File: config.mk
export PLATFORM = sky130hd
export DESIGN_NAME = key_bounce_gen_flat
export DESIGN_NICKNAME = d
export VERILOG_FILES = /design/src/rtl/key_bounce_gen_if.sv /design/src/rtl/key_bounce_gen.sv /design/src/flat_wrapper.sv
export SDC_FILE = /design/constraint.sdc
export NUM_CORES = 1
export LEC_CHECK = 0
export ABC_AREA = 0
export CORE_MARGIN = 2
export CORE_UTILIZATION = 63
export CTS_CLUSTER_SIZE = 28
export DETAILED_ROUTE_END_ITERATION = 16
export PLACE_DENSITY = 0.83
export SYNTH_ARGS = -nofsm -noshare
export SYNTH_HDL_FRONTEND = slang
export SYNTH_SLANG_ARGS = --single-unit
File: constraint.sdc
create_clock -name clk_i -period 9.7 [get_ports clk_i]
set_clock_uncertainty 0.1 [all_clocks]
set_input_delay 1.94 -clock clk_i [delete_from_list [all_inputs] [get_ports clk_i]]
set_output_delay 1.94 -clock clk_i [all_outputs]
set_load 0.1 [all_outputs]
File: src/rtl/key_bounce_gen_if.sv
// key_bounce_gen_if: request and status bundle for the bouncing-key emulator.
//   press_valid_i  request a press sequence
//   press_ready_o  emulator idle, a request is accepted on this edge
//   hold_len_i     stable-pressed length in cycles, sampled on accept
//   key_o          emulated key, active-low
//   busy_o         press sequence in progress
//   done_stb_o     one-cycle strobe when a sequence finishes
// master = requester side, slave = emulator side.
interface key_bounce_gen_if #(
   parameter int unsigned HOLD_W = 16
) ();

   logic              press_valid_i;
   logic              press_ready_o;
   logic [HOLD_W-1:0] hold_len_i;
   logic              key_o;
   logic              busy_o;
   logic              done_stb_o;

   modport master (
      output press_valid_i,
      output hold_len_i,
      input  press_ready_o,
      input  key_o,
      input  busy_o,
      input  done_stb_o
   );

   modport slave (
      input  press_valid_i,
      input  hold_len_i,
      output press_ready_o,
      output key_o,
      output busy_o,
      output done_stb_o
   );

endinterface

File: src/rtl/key_bounce_gen.sv
// key_bounce_gen: emulates a mechanical push-button in front of a debouncer.
// Each accepted request produces a glitch burst on press, a stable low hold, and a
// glitch burst on release. Glitch widths come from a 16-bit LFSR and are always
// shorter than the debouncer glitch window. key_o is active-low (idle 1).
// Ports:
//   clk_i   clock
//   rst_ni  asynchronous active-low reset
//   bus     key_bounce_gen_if.slave (request, hold length, key and status outputs)
module key_bounce_gen #(
   parameter int unsigned CLK_FREQ_MHZ   = 200,
   parameter int unsigned GLITCH_TIME_NS = 20,
   parameter int unsigned BOUNCE_PULSES  = 6,
   parameter int unsigned HOLD_W         = 16,
   parameter logic [15:0] LFSR_SEED      = 16'hACE1
) (
   input logic             clk_i,
   input logic             rst_ni,
   key_bounce_gen_if.slave bus
);

   localparam int unsigned GLITCH_CYC = CLK_FREQ_MHZ * GLITCH_TIME_NS / 1000;
   // Guarded so an illegal configuration reports the error below instead of dividing by 0.
   localparam int unsigned GLITCH_M1  = (GLITCH_CYC > 1) ? GLITCH_CYC - 1 : 1;
   localparam int unsigned GC_BITS    = (GLITCH_CYC > 1) ? $clog2(GLITCH_CYC) : 1;
   localparam int unsigned CNT_W      = (HOLD_W > GC_BITS) ? HOLD_W : GC_BITS;
   localparam int unsigned PULSE_W    = (BOUNCE_PULSES > 1) ? $clog2(BOUNCE_PULSES) : 1;
   localparam logic [PULSE_W-1:0] LAST_PULSE =
      PULSE_W'((BOUNCE_PULSES == 0) ? 0 : BOUNCE_PULSES - 1);

   if (GLITCH_CYC < 2) begin : g_err_glitch
      $error("key_bounce_gen: GLITCH_CYC must be at least 2");
   end
   if (LFSR_SEED == 16'h0000) begin : g_err_seed
      $error("key_bounce_gen: LFSR_SEED must be nonzero");
   end

   typedef enum logic [2:0] {StIdle, StPressB, StHold, StRelB, StDone} state_e;

   state_e             state_q;
   logic [15:0]        lfsr_q;
   logic [CNT_W-1:0]   cnt_q;
   logic [CNT_W-1:0]   hold_m1_q;
   logic [PULSE_W-1:0] pulse_q;
   logic               phase_q;   // 0: first half of a pulse, 1: second half
   logic               key_q;
   logic               ready_q;
   logic               busy_q;
   logic               done_q;

   logic [15:0]      lfsr_next;
   logic [CNT_W-1:0] seg_m1;
   logic [CNT_W-1:0] hold_m1;

   // Fibonacci LFSR, taps 16,14,13,11.
   assign lfsr_next = {lfsr_q[14:0], lfsr_q[15] ^ lfsr_q[13] ^ lfsr_q[12] ^ lfsr_q[10]};
   // Segment width minus one; the counter runs down to 0 so the segment lasts seg_m1+1.
   assign seg_m1    = CNT_W'(32'(lfsr_q[7:0]) % GLITCH_M1);
   // A requested hold of 0 is stretched to 1 cycle.
   assign hold_m1   = (bus.hold_len_i == '0) ? '0 : CNT_W'(bus.hold_len_i - 1'b1);

   always_ff @(posedge clk_i or negedge rst_ni) begin
      if (!rst_ni) begin
         state_q   <= StIdle;
         lfsr_q    <= LFSR_SEED;
         cnt_q     <= '0;
         hold_m1_q <= '0;
         pulse_q   <= '0;
         phase_q   <= 1'b0;
         key_q     <= 1'b1;
         ready_q   <= 1'b1;
         busy_q    <= 1'b0;
         done_q    <= 1'b0;
      end else begin
         done_q <= 1'b0;
         unique case (state_q)
            StIdle: begin
               if (bus.press_valid_i) begin
                  hold_m1_q <= hold_m1;
                  ready_q   <= 1'b0;
                  busy_q    <= 1'b1;
                  key_q     <= 1'b0;
                  pulse_q   <= '0;
                  phase_q   <= 1'b0;
                  if (BOUNCE_PULSES == 0) begin
                     state_q <= StHold;
                     cnt_q   <= hold_m1;
                  end else begin
                     state_q <= StPressB;
                     cnt_q   <= seg_m1;
                     lfsr_q  <= lfsr_next;
                  end
               end
            end
            // Both bursts toggle key_q at every segment boundary; they differ only in
            // the level they start from and where they go afterwards.
            StPressB, StRelB: begin
               if (cnt_q != '0) begin
                  cnt_q <= cnt_q - 1'b1;
               end else if (!phase_q) begin
                  phase_q <= 1'b1;
                  key_q   <= ~key_q;
                  cnt_q   <= seg_m1;
                  lfsr_q  <= lfsr_next;
               end else if (pulse_q != LAST_PULSE) begin
                  pulse_q <= pulse_q + 1'b1;
                  phase_q <= 1'b0;
                  key_q   <= ~key_q;
                  cnt_q   <= seg_m1;
                  lfsr_q  <= lfsr_next;
               end else if (state_q == StPressB) begin
                  state_q <= StHold;
                  key_q   <= 1'b0;
                  cnt_q   <= hold_m1_q;
               end else begin
                  state_q <= StDone;
                  key_q   <= 1'b1;
                  done_q  <= 1'b1;
               end
            end
            StHold: begin
               if (cnt_q != '0) begin
                  cnt_q <= cnt_q - 1'b1;
               end else if (BOUNCE_PULSES == 0) begin
                  state_q <= StDone;
                  key_q   <= 1'b1;
                  done_q  <= 1'b1;
               end else begin
                  state_q <= StRelB;
                  key_q   <= 1'b1;
                  pulse_q <= '0;
                  phase_q <= 1'b0;
                  cnt_q   <= seg_m1;
                  lfsr_q  <= lfsr_next;
               end
            end
            StDone: begin
               state_q <= StIdle;
               ready_q <= 1'b1;
               busy_q  <= 1'b0;
            end
            default: begin
               state_q <= StIdle;
               key_q   <= 1'b1;
               ready_q <= 1'b1;
               busy_q  <= 1'b0;
            end
         endcase
      end
   end

   assign bus.key_o         = key_q;
   assign bus.press_ready_o = ready_q;
   assign bus.busy_o        = busy_q;
   assign bus.done_stb_o    = done_q;

endmodule

File: src/flat_wrapper.sv
// flat-port wrapper written by rule: the top's interface ports become plain ports
module key_bounce_gen_flat 
#(
   parameter int unsigned CLK_FREQ_MHZ   = 200,
   parameter int unsigned GLITCH_TIME_NS = 20,
   parameter int unsigned BOUNCE_PULSES  = 6,
   parameter int unsigned HOLD_W         = 16,
   parameter logic [15:0] LFSR_SEED      = 16'hACE1
)
  (clk_i, rst_ni, bus_press_valid_i, bus_hold_len_i, bus_press_ready_o, bus_key_o, bus_busy_o, bus_done_stb_o);
  key_bounce_gen_if #(.HOLD_W(HOLD_W)) bus_i ();
  input logic clk_i;
  input logic rst_ni;
  input wire logic [$bits(bus_i.press_valid_i)-1:0] bus_press_valid_i;
  input wire logic [$bits(bus_i.hold_len_i)-1:0] bus_hold_len_i;
  output wire logic [$bits(bus_i.press_ready_o)-1:0] bus_press_ready_o;
  output wire logic [$bits(bus_i.key_o)-1:0] bus_key_o;
  output wire logic [$bits(bus_i.busy_o)-1:0] bus_busy_o;
  output wire logic [$bits(bus_i.done_stb_o)-1:0] bus_done_stb_o;
  assign bus_i.press_valid_i = bus_press_valid_i;
  assign bus_i.hold_len_i = bus_hold_len_i;
  assign bus_press_ready_o = bus_i.press_ready_o;
  assign bus_key_o = bus_i.key_o;
  assign bus_busy_o = bus_i.busy_o;
  assign bus_done_stb_o = bus_i.done_stb_o;
  key_bounce_gen #(.CLK_FREQ_MHZ(CLK_FREQ_MHZ), .GLITCH_TIME_NS(GLITCH_TIME_NS), .BOUNCE_PULSES(BOUNCE_PULSES), .HOLD_W(HOLD_W), .LFSR_SEED(LFSR_SEED)) u_core (.clk_i(clk_i), .rst_ni(rst_ni), .bus(bus_i));
endmodule
==> results of run 1 <==
==> worst max-delay path: cells and delay by family (launching register included) <==
family                   cells  cell delay, ps
AO/OA/AOI/OAI               10            2270
AND/OR/NAND/NOR              7            1460
adder cells (fa/ha/maj)      3             890
flip-flops                   1             690
buffers and inverters        1              80
==> state kept, by name, indices dropped and copies added (netlist names) <==
name                      count
u_core.bus.busy_o             1
u_core.bus.done_stb_o         1
u_core.bus.key_o              1
u_core.bus.press_ready_o      1
u_core.cnt_q                 16
u_core.hold_m1_q             16
u_core.lfsr_q                16
u_core.phase_q                1
u_core.pulse_q                3
u_core.state_q                3
==> routing by layer <==
metal	track usage	up-vias
met3	0.0728	28
met5	0	-
met2	0.466	258
met4	0.0992	0
met1	0.433	2047
li1	-	2034
==> layout by cell type, fill, tap and decap left out, drive strengths merged, types with 4 or more instances in the layout <==
cell	netlist	layout
nand2	71	71
nor2	54	54
dfrtp	49	49
o21ai	44	44
a21oi	42	42
xnor2	24	24
clkdlybuf4s50	0	21
nor3	14	14
mux2	13	13
inv	12	12
or3	11	11
xor2	11	11
clkbuf	19	11
nand3	10	10
a31oi	10	10
dfstp	10	10
nor4	10	10
o22ai	9	9
o31ai	9	9
ha	8	8
and3	6	6
nor2b	5	5
and2	5	5
o211ai	5	5
a211oi	5	5
buf	8	5
nand2b	4	4
nand4b	4	4
a21o	4	4
a22oi	4	4
nor4b	4	4
a311oi	4	4
==> area by class of cell <==
cell class / count / area share
clock buffer: 11 / 0.0287
clock inverter: 5 / 0.0106
inverter: 12 / 0.00913
multi-input combinational: 447 / 0.576
sequential: 59 / 0.302
tap: 96 / 0.0243
timing repair buffer: 26 / 0.0497
==> power by group through the flow <==
| stage | Combinational (uW) | Clock (uW) | Sequential [uW] |
|---|---|---|---|
| floorplan | 804 | 0 | 423 |
| global placement | 973 | 0 | 444 |
| detailed placement | 1000 | 0 | 449 |
| CTS | 1010 | 230 | 445 |
| global route | 1130 | 239 | 464 |
| finish | 1040 | 228 | 450 |
==> kinds of logic after synthesis <==
| logic type | count (synthesis) | share of synthesized area |
|---|---|---|
| AOI/OAI and AO/OA | 173 | 0.260 |
| xor gates and xnor gates | 35 | 0.0683 |
| adders and majority gates | 8 | 0.0223 |
| buffers and inverters | 39 | 0.0374 |
| DFF | 59 | 0.332 |
| muxes | 15 | 0.0371 |
| and+or+nand+nor | 216 | 0.243 |
==> stage by stage <==
step           total power (uW)  hold slack, ps  instance area [um2]  instances  setup WS, ps
5_1_grt                    1840             407                 4930        656          3670
3_5_place_dp               1450             371                 4740        640          4110
4_1_cts                    1690             387                 4930        656          4190
2_1_floorplan              1230             344                 4490        545          4800
3_3_place_gp               1420             359                 4740        640          4160
6_report                   1720             384                 4930        656          4070
==> cell usage after synthesis, types with 3 or more instances <==
cell type and number:
o21ai_0 37, nor4_1 9, xor2_1 11, buf_2 5
or3_1 11, dfrtp_1 49, ha_1 8, nor4b_1 3
and2_1 5, clkbuf_1 19, o211ai_1 4, nand3_1 10
nand2_1 71, a31oi_1 10, nor2_1 52, mux2_2 13
a211oi_1 4, a311oi_1 4, o21a_1 3, o21ai_1 6
nor3_1 14, dfstp_2 10, o31ai_1 7, o22ai_1 9
inv_1 11, a22oi_1 4, and3_1 6, nor2b_1 5
nand2b_1 4, a21oi_1 42, xnor2_1 24, a22o_1 3
a21o_1 4, nand4b_1 4
==> worst max path at each step <==
stage                            startpoint              endpoint  slack [ps]  depth (start not counted)
after floorplan            u_core.lfsr_q[6]      u_core.cnt_q[13]        4800                         24
after global placement    bus_hold_len_i[4]  u_core.hold_m1_q[13]        4160                          9
after detailed placement  bus_hold_len_i[4]  u_core.hold_m1_q[15]        4110                          9
after CTS                  u_core.lfsr_q[7]      u_core.cnt_q[13]        4190                         21
after global routing       u_core.lfsr_q[7]      u_core.cnt_q[13]        3670                         21
final                      u_core.lfsr_q[7]      u_core.cnt_q[13]        4070                         21
==> metrics.md, run 1 <==
| Metric | Value |
|---|---|
| Drt drc | `0` |
| CP Launch Type | `flop` |
| RSZ-0062 raised after global routing | `false` |
| Ratio of final minimum period to clock period | `0.581` |
| Int Power | `887 uW` |
| Number of clock sinks | `59` |
| Reg2reg start | `u_core.lfsr_q[7]` |
| Peak supply drop | `0.180 mV` |
| Via count | `4,367` |
| WP data arrival | `5720 ps` |
| Post-synth EDFFs | `0` |
| Combinational power share | `0.606` |
| Final critical-path required period | `5630 ps` |
| Clock Latency Late Sink | `330 ps` |
| Hold Vio Cnt, Final | `0` |
| Die area | `0.00781 mm2` |
| Post-CTS setup buffer count | `0` |
| Syn nets | `572` |
| Synth top area share | `0.273` |
| Main synth FF type | `dfrtp_1` |
| Dominant cells by area after synthesis | `dfrtp_1 (27%), nand2_1 (5.9%), dfstp_2 (5.9%)` |
| TNS Setup | `0 ps` |
| RePlAce Congestion | `0.992` |
| Clock Power Share | `0.132` |
| Share of synthesized flip-flops with an asynchronous set or reset | `1.00` |
| Gr ovfl total | `0` |
| Largest net degree at the start of global routing | `60` |
| HP Start | `u_core.hold_m1_q[5]` |
| Netlist cell types | `83` |
| Max Fclk | `177 MHz` |
| DIE WIDTH | `88.4 um` |
| Initial DRC Count | `521` |
| DRT Pass-1 Iters | `6` |
| First-pass GRT wire length | `18.8 mm` |
| P per Cell Area | `349 mW/mm2` |
| Area Growth Syn to Fin | `9.98%` |
| Synth Register Bits | `59` |
| Crit-path most repeated cell | `ha_1` |
| Sw frac | `0.485` |
| Number of global-route vias before repair | `3,907` |
| Gr usage total | `0.306` |
| Clock Pin Slew Worst Setup and Hold Paths | `80 ps` |
| Resized cells post-CTS | `0` |
| Met2 wire length | `5.10 mm` |
| Static Leak | `0.00193 uW` |
| Clock buffer depth | `2` |
| Worst R2R Setup Slack | `4070 ps` |
| Post-DP HPWL | `8.13 mm` |
| Cells after Synth | `545` |
| Slowest cell on crit path | `dfstp_2` |
| Hold Path Stages | `2` |
| Row count | `30` |
| Avg WL per Cell | `17.6 um` |
| Slew margin rel. | `0.343` |
| H-tree depth | `3` |
| Ratio of cells with drive above 1 in the final layout | `0.111` |
| Vias per inst | `6.66` |
| Status | `finished, final reports clean` |
| NetSw | `835 uW` |
| Initial core utilization | `0.657` |
| Max Used Layer | `met4` |
| I/O Pins | `23` |
| Fin nets | `582` |
| Hold buffers post-CTS | `0` |
| CTS Buf Count | `9` |
| Crit path capture type | `flop` |
| Slew @ Worst Pin | `982 ps` |
| Met1 wire length | `5.08 mm` |
| Root buf cell | `clkbuf_8` |
| Sequential power share | `0.261` |
| Crit Reg-Reg Endpoint | `u_core.cnt_q[13]` |
| Final Slew Violations | `0` |
| Worst min path class | `flop to flop` |
| Ys Warns | `0` |
| Setup CP Type | `flop to flop` |
| Avg Cell Area, Syn | `8.23 um2` |
| Multi-input logic area | `0.00284 mm2` |
| Required time of the critical path | `9790 ps` |
| Synth area leader | `dfrtp_1` |
| Worst r2r path cells | `21` |
| Register area share after synthesis | `0.332` |
| Layout filler cell count | `533` |
| Antenna violations before repair | `0` |
| WL final | `11.5 mm` |
| Crit Path Max Fanout | `17` |
| Port Buf Inserts | `22` |
| Cell Area, Synth | `0.00449 mm2` |
| Core area | `0.00683 mm2` |
| Final Core Density | `0.722` |
| CTS tree | `built` |
| Antenna diodes | `0` |
| Crit path cell chain | `ha_1 > nand2b_1 > o211ai_1 > nand2_1 > a21oi_1 > nand2_1 > a32oi_1 > ha_1 > inv_1 > o31ai_2 > or3_1 > o21ai_1 > and2_1 > ha_1 > nor2_1 > nor4b_1 > o2bb2ai_1 > a211o_1 > o31a_1 > a21boi_1 > o31ai_2` |
| Antenna Violating Nets Remaining | `0` |
| Final setup vio count | `0` |
| Min-Delay Endpoint | `u_core.hold_m1_q[5]` |
| Number of max-cap violations | `0` |
| Reg area | `0.00149 mm2` |
| Routed length on met3 | `1.14 mm` |
| Die height | `88.4 um` |
| Critical Path Max Stage Delay | `690 ps` |
No activity file was read; power rests on OpenSTA's default activity.
==> run 2: changes to the inputs <==
- CORE_UTILIZATION: 63 -> 55
- PLACE_DENSITY: 0.83 -> 0.77
- clock period: 9.7 -> 4.82 ns (I/O delays scaled with it)
==> metrics.md, run 2 (same netlist as run 1, synthesis figures left out) <==
| Metric | Value |
|---|---|
| Slew margin rel. | `0.351 (+0.00802)` |
| Commonest non-fill, non-tap cell in the layout | `nand2_1` |
| Most frequent cells in the layout | `nand2_1 (70), nor2_1 (52), dfrtp_1 (48)` |
| Clock Pin Slew Worst Setup and Hold Paths | `70 ps (about the same)` |
| CP bufs+invs | `2 (+1)` |
| Vias per inst | `6.35 (-4.6%)` |
| Critical Path Max Stage Delay | `540 ps (-150 ps)` |
| Final critical-path required period | `4660 ps (-973 ps)` |
| Crit-path most repeated cell | `ha_2` |
| P per Cell Area | `705 mW/mm2 (+100%)` |
| Initial DRC Count | `370 (-29%)` |
| Worst min path class | `flop to flop` |
| DRT Pass-1 Iters | `5 (-1)` |
| Antenna violations before repair | `0 (unchanged)` |
| Max Fclk | `215 MHz (+21%)` |
| Placed insts | `662 (+3.4%)` |
| Setup CP Type | `flop to flop` |
| Final worst slack | `158 ps (-3910 ps)` |
| Slew @ Worst Pin | `970 ps (-12.0 ps)` |
| Worst R2R Setup Slack | `160 ps (-3910 ps)` |
| TNS Setup | `0 ps (unchanged)` |
| Sw frac | `0.483 (-0.00161)` |
| Global Route met1 Usage | `0.425 (-0.00813)` |
| Status | `finished, final reports clean` |
| Drt drc | `0 (unchanged)` |
| Cell Count, Final, Fillers Out | `687 (+4.7%)` |
| Via count | `4,365 (-0.046%)` |
| Crit path capture type | `flop` |
| Crit path cell chain | `buf_4 > or4b_1 > and4_2 > nand3_1 > a21oi_1 > nand2_1 > a32oi_4 > ha_2 > inv_1 > o31ai_2 > or3_1 > o21ai_2 > and2_4 > ha_2 > nor2_1 > nor4b_1 > o2bb2ai_1 > a211o_1 > or3_4 > o211ai_1 > a31oi_1` |
| Number of clock sinks | `59 (unchanged)` |
| CTS Buf Count | `9 (unchanged)` |
| Root buf cell | `clkbuf_8` |
| Gr usage total | `0.284 (-0.0226)` |
| Crit Path Max Fanout | `7 (-10)` |
| Met2 Use GR | `0.421 (-0.0453)` |
| WL final | `12.2 mm (+5.6%)` |
| Final setup vio count | `0 (unchanged)` |
| Die area | `0.00890 mm2 (+14%)` |
| Ratio of final minimum period to clock period | `0.967 (+0.386)` |
| Core area | `0.00781 mm2 (+14%)` |
| Avg WL per Cell | `17.7 um (+0.79%)` |
| Clock Power Share | `0.114 (-0.018)` |
| Row count | `32 (+6.7%)` |
| Delay-heaviest family, CP | `simple AND/OR/NAND/NOR gates` |
| RePlAce Congestion | `1.03 (+3.6%)` |
| Reg area | `0.00149 mm2 (about the same)` |
| Hold buffers post-CTS | `0 (unchanged)` |
| Int Power | `1890 uW (+110%)` |
| Die height | `94.3 um (+6.7%)` |
| Final Slew Violations | `0 (unchanged)` |
| Layout filler cell count | `659 (+24%)` |
| Combinational power share | `0.637 (+0.031)` |
| I/O Pins | `23 (unchanged)` |
| Hold Vio Cnt, Final | `0 (unchanged)` |
| Hold Worst Slack | `381 ps (-2.75 ps)` |
| H-tree depth | `3 (unchanged)` |
| Clock buffer depth | `2 (unchanged)` |
| CTS tree | `built` |
| Gr ovfl total | `0 (unchanged)` |
| First-pass GRT wire length | `19.8 mm (+5.0%)` |
| Required time of the critical path | `4940 ps (-4850 ps)` |
| NetSw | `1770 uW (+110%)` |
| Grt peak-use layer | `met1` |
| DIE WIDTH | `94.3 um (+6.7%)` |
| Multi-input logic area | `0.00291 mm2 (+2.2%)` |
| Antenna Violating Nets Remaining | `0 (unchanged)` |
| Fin nets | `607 (+4.3%)` |
| Largest net degree at the start of global routing | `60 (unchanged)` |
| Post-DP HPWL | `8.78 mm (+8.0%)` |
| Sequential power share | `0.249 (-0.012)` |
| Clock Latency Late Sink | `340 ps (about the same)` |
| WP data arrival | `4780 ps (-940 ps)` |
| Initial core utilization | `0.575 (-0.0821)` |
| Antenna diodes | `0 (unchanged)` |
| CP Launch Type | `flop` |
| Number of global-route vias before repair | `4,071 (+4.2%)` |
| Pre-CTS WS | `52.2 ps (-4050 ps)` |
| Peak supply drop | `0.370 mV (+110%)` |
| Slowest cell on crit path | `or4b_1` |
| GRT met3 Usage | `0.0449 (-0.0278)` |
| Ratio of cells with drive above 1 in the final layout | `0.169 (+0.0585)` |
| Top Registers | `u_core.cnt_q (16), u_core.hold_m1_q (16), u_core.lfsr_q (16)` |
| Number of max-cap violations | `0 (unchanged)` |
| Static Leak | `0.00204 uW (+5.7%)` |
| Area Growth Syn to Fin | `15.4%` |
| Pwr Total | `3650 uW (+110%)` |
| Port Buf Inserts | `22 (unchanged)` |
-- run 2: tightest hold or removal path, delay by kind of cell, from the launching register on --
family             cells  cell delay (ps)
AOI/OAI and AO/OA      1               60
and+or+nand+nor        1               50
DFF                    1              340
-- run 2: power groups by stage --
| stage | logic (uW) | registers (uW) | clock network [uW] |
|---|---|---|---|
| final | 2330 | 910 | 415 |
| after global routing | 2520 | 936 | 442 |
| after CTS | 2170 | 902 | 419 |
| after detailed placement | 2160 | 910 | 0 |
| after global placement | 2110 | 897 | 0 |
| after floorplan | 1640 | 853 | 0 |
-- run 2: per-stage QoR --
step | utilization | area (um2)
2_1_floorplan | - | 4530
3_3_place_gp | 0.627 | 4900
3_5_place_dp | 0.627 | 4900
4_1_cts | 0.650 | 5080
5_1_grt | 0.663 | 5180
6_report | 0.663 | 5180
-- run 2: cell type report --
type	instances	share of cell area
Multi-Input combinational cell	447	0.561
Sequential cell	59	0.288
Timing Repair Buffer	51	0.0836
Clock buffer	11	0.0273
Tap cell	102	0.0246
Inverter	12	0.00870
Clock inverter	5	0.00725
-- run 2: repair_timing --
action	4_1_cts	5_1_grt
endpoints found under the setup margin	0	15
resized for setup	0	9
buffers inserted	0	9
-- run 2: metal layers --
layer | wire length, um | vias up | share of wire
met4 | 231 | 0 | 0.019
met5 | 0 | - | 0
li1 | - | 2095 | -
met2 | 5390 | 192 | 0.44
met1 | 5640 | 2059 | 0.46
met3 | 895 | 19 | 0.074
-- run 2: final timing paths --
check | start | end | cells after the start
max | u_core.lfsr_q[6] | u_core.cnt_q[5] | 21
min | u_core.hold_m1_q[5] | u_core.hold_m1_q[5] | 2
max reg2reg | u_core.lfsr_q[6] | u_core.cnt_q[5] | 21
min reg2reg | u_core.hold_m1_q[5] | u_core.hold_m1_q[5] | 2
max in group asynchronous | rst_ni | u_core.lfsr_q[4] | 2
min in group asynchronous | rst_ni | u_core.pulse_q[1] | 2
